## config.mk

```make
export PLATFORM = sky130hd
export DESIGN_NAME = seq_restoring_div
export DESIGN_NICKNAME = d
export VERILOG_FILES = /design/src/rtl/seq_restoring_div.sv
export SDC_FILE = /design/constraint.sdc
export NUM_CORES = 1
export LEC_CHECK = 0
export CORE_UTILIZATION = 54
export DETAILED_ROUTE_END_ITERATION = 12
export GPL_ROUTABILITY_DRIVEN = 0
export PLACE_DENSITY = 0.91
export SYNTH_ARGS = -nofsm -noshare
export SYNTH_HDL_FRONTEND = slang
export SYNTH_SLANG_ARGS = --single-unit
```

## constraint.sdc

```tcl
create_clock -name clk -period 4 [get_ports clk]
set_clock_uncertainty 0.2 [all_clocks]
set_input_delay 1 -clock clk [delete_from_list [all_inputs] [get_ports clk]]
set_output_delay 1 -clock clk [all_outputs]
set_load 0.005 [all_outputs]
```

## src/rtl/seq_restoring_div.sv

```systemverilog
// Sequential 4-bit unsigned restoring divider. One trial subtraction per
// clock through a shared parallel_sub instance, under a start/busy/done
// handshake. A zero divisor finishes immediately with divZero set.
//
// Handshake: start is sampled on a rising edge only when busy=0 (IDLE or
// DONE). The operands are captured on that same edge. done is high for
// exactly the one cycle that follows the final iteration. quotient,
// remainder and divZero then hold until the next accepted start. A start
// seen while busy=1 is dropped and is not queued.

// 4-bit ripple-borrow subtractor: diff = a - b - borrowIn.
module parallel_sub (
  input  logic [3:0] a,
  input  logic [3:0] b,
  input  logic       borrowIn,
  output logic [3:0] diff,
  output logic       borrowOut
);
  logic [4:0] br;

  assign br[0] = borrowIn;

  genvar i;
  generate
    for (i = 0; i < 4; i++) begin : g_bit
      assign diff[i]  = a[i] ^ b[i] ^ br[i];
      assign br[i+1]  = (~a[i] & b[i]) | (~(a[i] ^ b[i]) & br[i]);
    end
  endgenerate

  assign borrowOut = br[4];
endmodule

module seq_restoring_div (
  input  logic       clk,
  input  logic       resetN,
  input  logic       start,
  input  logic [3:0] dividend,
  input  logic [3:0] divisor,
  output logic       busy,
  output logic       done,
  output logic [3:0] quotient,
  output logic [3:0] remainder,
  output logic       divZero
);
  typedef enum logic [1:0] {
    S_IDLE = 2'd0,
    S_BUSY = 2'd1,
    S_DONE = 2'd2
  } state_t;

  state_t     state_q, state_d;
  logic [3:0] rem_q, rem_d;
  logic [3:0] dvd_q, dvd_d;
  logic [3:0] dvs_q, dvs_d;
  logic [1:0] cnt_q, cnt_d;
  logic [3:0] quo_q, quo_d;
  logic [3:0] rmd_q, rmd_d;
  logic       dz_q, dz_d;

  logic [4:0] trial;
  logic [3:0] sub_diff;
  logic       sub_borrow;
  logic       trial_neg;

  // Trial operand is the partial remainder with the next dividend bit appended.
  assign trial = {rem_q, dvd_q[3]};

  parallel_sub u_sub (
    .a         (trial[3:0]),
    .b         (dvs_q),
    .borrowIn  (1'b0),
    .diff      (sub_diff),
    .borrowOut (sub_borrow)
  );

  // The 5-bit difference is negative only when bit 4 of the trial is 0 and the low nibble borrowed.
  assign trial_neg = ~trial[4] & sub_borrow;

  // Next-state and datapath update. Results are written only on the way into DONE.
  always_comb begin
    state_d = state_q;
    rem_d   = rem_q;
    dvd_d   = dvd_q;
    dvs_d   = dvs_q;
    cnt_d   = cnt_q;
    quo_d   = quo_q;
    rmd_d   = rmd_q;
    dz_d    = dz_q;

    case (state_q)
      S_IDLE, S_DONE: begin
        if (start) begin
          rem_d = 4'd0;
          dvd_d = dividend;
          dvs_d = divisor;
          cnt_d = 2'd0;
          dz_d  = 1'b0;
          if (divisor == 4'd0) begin
            state_d = S_DONE;
            quo_d   = 4'hF;
            rmd_d   = dividend;
            dz_d    = 1'b1;
          end else begin
            state_d = S_BUSY;
          end
        end else begin
          state_d = S_IDLE;
        end
      end

      S_BUSY: begin
        rem_d = trial_neg ? trial[3:0] : sub_diff;
        dvd_d = {dvd_q[2:0], ~trial_neg};
        cnt_d = cnt_q + 2'd1;
        if (cnt_q == 2'd3) begin
          state_d = S_DONE;
          quo_d   = dvd_d;
          rmd_d   = rem_d;
        end
      end

      default: state_d = S_IDLE;
    endcase
  end

  // State and datapath registers. Reset aborts any division in flight.
  always_ff @(posedge clk or negedge resetN) begin
    if (!resetN) begin
      state_q <= S_IDLE;
      rem_q   <= 4'd0;
      dvd_q   <= 4'd0;
      dvs_q   <= 4'd0;
      cnt_q   <= 2'd0;
      quo_q   <= 4'd0;
      rmd_q   <= 4'd0;
      dz_q    <= 1'b0;
    end else begin
      state_q <= state_d;
      rem_q   <= rem_d;
      dvd_q   <= dvd_d;
      dvs_q   <= dvs_d;
      cnt_q   <= cnt_d;
      quo_q   <= quo_d;
      rmd_q   <= rmd_d;
      dz_q    <= dz_d;
    end
  end

  assign busy      = (state_q == S_BUSY);
  assign done      = (state_q == S_DONE);
  assign quotient  = quo_q;
  assign remainder = rmd_q;
  assign divZero   = dz_q;
endmodule

```

==> results.md <==
- In this run the critical register-to-register path is captured at remainder[3].
- The net switching component of the power is 492 uW.
- The start point of the worst min-delay path is rem_q[2].
- The initial utilization of the core area, before any placement, comes to 0.593.
- The number of vias per cell is 5.62.
- In this run the horizontal extent of the chip is 49.1 um.
- The sum of negative setup slack is 0 ns.
- Pin placement for this block handled 22 I/O pins.
- The final number of hold-violating endpoints is 0.
- Relative to the synthesized area, the layout overhead comes to 20.5%.
- In the final layout, the share of cells above drive strength 1 is 0.0870.
- Of the total power, the share spent switching nets is 0.395.
- The cts-stage hold buffer count is 0.
- Summing all placed instances gives a cell area of 1420 um2.
- The wire length of the first global-routing pass is 4020 um.
- The maximum clock insertion buffer count is 2.
- After floorplanning, the core was divided into 16 placement rows.
- The maximum clock frequency is 308 MHz.
- The DRC violation total after the first TritonRoute iteration is 26.
- Measured along the y axis, the die boundary spans 49.1 um.
- Entering global routing, the biggest net connects 26 pins.
- The depth of the worst register-to-register path is 9.
- The CTS tree is built.
- The proportion of power drawn by combinational gates is 0.537.
- Summing all non-filler instances in the final layout gives an area of 1450 um2.
- The overall power after layout is 1.25 mW.
- The startpoint type of the worst setup path is a flop.
- The initial antenna violation count is 0.
- The number of synthesis warnings is 0.
- The average cell area after synthesis is 10.3 um2.
- The count of distinct cell types in the synthesized netlist is 28.
- The internal portion of the total power is 754 uW.
- The detailed placement HPWL is 1720 um.
- The first-pass iteration count of the detailed router is 4.
- The worst setup path is captured at an output port.
- In the routed design, unresolved DRC markers number 0.
- The final number of setup-violating endpoints is 0.
- The power share of the clock group is 0.092.
- Setup repair after global routing left no endpoint under its margin.
- The critical path is of the reg2out type.
- The net count of the finished layout is 155.
- The worst register-to-register path has a setup slack of 1.08 ns.
- The number of diodes is 0.
- The power per standard cell area is 862 nW/um2.
- For this design, the sink count on the clock tree is 25.
- The largest fanout of any net on the critical path is 17.
- The quantity of I/O buffers inserted on ports is 21.
- For this run, the total global-route usage over all layers was measured as 0.226.
- In this run the tightest slew margin relative to its limit is 0.260.
- For this run, the register share of the synthesized area comes to 0.521.
- The count of max-cap constraint violations is 0.
- For this block, the routed nets add up to 2320 um of wire.
- The routed layout has 928 vias.
- After synthesis the cells add up to 1200 um2.
- Once the clock tree was built, the resizer swapped 0 gates to a different size.
- The sequential fraction of design power is 0.371.
- The post-synth net total is 133.
- The die area is 2410 um2.
- The slew at the pin closest to its max-slew limit is 1.11 ns.
- The global route total overflow is 0.
- Along the worst hold path, the cell count comes to 1.
- After clock tree synthesis, the setup repair step added 0 buffers.
- The count of H-tree levels built during CTS is 1.
- The number of global-route vias before repair is 885.
- Dividing the final minimum period by the clock period gives 0.811.
- The arrival time at the worst endpoint is 2.04 ns.
- The post-synthesis register bit count is 25.
- The run finished with clean final reports.
- Dividing the detail-routed wire length by the instance count gives 14.1 um.
- The number of instances in the synthesized netlist is 117.
- The terminating pin of the worst hold path is rem_q[2].
- The number of max-slew violations in the final report is 0.
- In this run, CTS created clock tree buffers numbering 3.
- The clock reaches the later pin of the worst-skew pair after 0.32 ns.
- The clock period could shrink to 3.24 ns.
- In this run the critical register-to-register path is launched from dvd_q[3].
- The root cell of the clock tree is sky130_fd_sc_hd__clkbuf_4.
- In this run the static leakage power is 0.691 nW.
- Once detail routing completed, the nets flagged for antenna violations numbered 0.
- The type of the most critical hold path is reg2reg.
- The core footprint is 2020 um2.
- Clock-pin slew was measured on the worst setup and hold paths at 0.13 ns.
- Once layout is complete, the utilization of the core stands at 0.715.
- For the worst setup path, the data required time is 2.80 ns.
- VDD sags by at most 0.521 mV.
## power groups by stage
stage | sequential (mW) | combinational [mW] | clock (mW)
floorplan | 0.456 | 0.456 | 0
global placement | 0.462 | 0.628 | 0
detailed placement | 0.469 | 0.666 | 0
CTS | 0.463 | 0.672 | 0.116
global route | 0.481 | 0.748 | 0.129
finish | 0.462 | 0.670 | 0.114
## synth_stat cells (all sizes together)
cell type | instances | area [um2]
mux2 | 2 | 30.0
a211oi | 4 | 30.0
nor3b | 2 | 15.0
ha | 2 | 25.0
dfrtp | 25 | 626
a21o | 4 | 30.0
nor2b | 2 | 12.5
fa | 3 | 60.1
nor2 | 8 | 32.5
and3b | 1 | 8.76
a31oi | 4 | 25.0
buf | 4 | 28.8
o22ai | 1 | 12.5
clkbuf | 1 | 3.75
a21oi | 2 | 10.0
nor4 | 1 | 21.3
clkinv | 1 | 5.00
a22o | 1 | 8.76
o21a | 1 | 7.51
nand2 | 30 | 113
o21ai | 10 | 50.1
nand2b | 3 | 26.3
inv | 5 | 18.8
## worst max-delay path by stage
stage | cells after the start | to | start | slack, ns
finish | 3 | busy | state_q[0] | 0.76
global route | 3 | busy | state_q[0] | 0.61
CTS | 3 | busy | state_q[0] | 0.76
detailed placement | 9 | remainder[3] | dvd_q[3] | 1.14
global placement | 9 | remainder[3] | dvd_q[3] | 1.17
floorplan | 9 | remainder[0] | dvd_q[3] | 1.26
## registers in the layout, summed over array words and instances, names as in the netlist
register,count
dvd_q,4
cnt_q,2
divZero,1
remainder,4
quotient,4
dvs_q,4
state_q,2
rem_q,4
## stage by stage
stage               instances  setup slack [ns]  hold WS [ns]
finish                    165             0.757         0.301
global route              165             0.612         0.323
CTS                       165             0.758         0.304
detailed placement        161              1.14         0.272
global placement          161              1.17         0.266
floorplan                 117              1.26         0.250
## kinds of logic (layout without fill, tap and decap cells)
family	after synthesis	in the layout	share of synthesized area
flip-flops	25	25	0.521
adder cells (fa/ha/maj)	5	5	0.0709
AO/OA/AOI/OAI	27	27	0.145
AND/OR/NAND/NOR	47	47	0.191
multiplexers	2	2	0.0250
buffers and inverters	11	32	0.0469
## per-layer routing
metal,global-route usage,routed length (um),share of wire
met1,0.305,1030,0.44
met2,0.349,1090,0.47
met3,0.0312,111,0.048
met4,0.132,89,0.038
met5,0,0,0
## layout by cell type, fill, tap and decap left out
master                            instances
sky130_fd_sc_hd__o22ai_2                  1
sky130_fd_sc_hd__clkinv_2                 2
sky130_fd_sc_hd__buf_4                    1
sky130_fd_sc_hd__and3b_1                  1
sky130_fd_sc_hd__o21ai_0                  4
sky130_fd_sc_hd__mux2_4                   2
sky130_fd_sc_hd__nand2_1                 30
sky130_fd_sc_hd__a211oi_1                 4
sky130_fd_sc_hd__fa_1                     3
sky130_fd_sc_hd__nand2b_4                 1
sky130_fd_sc_hd__nand2b_1                 2
sky130_fd_sc_hd__nor3b_1                  2
sky130_fd_sc_hd__clkbuf_4                 3
sky130_fd_sc_hd__a21o_1                   4
sky130_fd_sc_hd__nor2_2                   1
sky130_fd_sc_hd__a31oi_1                  4
sky130_fd_sc_hd__dfrtp_1                 25
sky130_fd_sc_hd__o21ai_1                  6
sky130_fd_sc_hd__clkdlybuf4s50_1         21
sky130_fd_sc_hd__ha_1                     2
sky130_fd_sc_hd__nor2_1                   7
sky130_fd_sc_hd__a21oi_1                  2
sky130_fd_sc_hd__a22o_1                   1
sky130_fd_sc_hd__o21a_1                   1
sky130_fd_sc_hd__nor4_4                   1
sky130_fd_sc_hd__inv_1                    5
sky130_fd_sc_hd__nor2b_1                  2
## cell type report
type                    instances  area [um2]
fillers                       148         576
clock buffers                   3        22.5
well taps                      27        33.8
flip-flops and latches         25         626
inverters                       6        23.8
repair buffers                 22         218
clock inverters                 1        5.00
multi-input cells              81         518
## critical path: stages (launching register included)
cell and delay [ns]:
sky130_fd_sc_hd__dfrtp_1 0.47, sky130_fd_sc_hd__nand2b_1 0.47, sky130_fd_sc_hd__clkinv_2 0.27, sky130_fd_sc_hd__clkdlybuf4s50_1 0.51
Note: power is estimated with default switching activity, not from simulation.
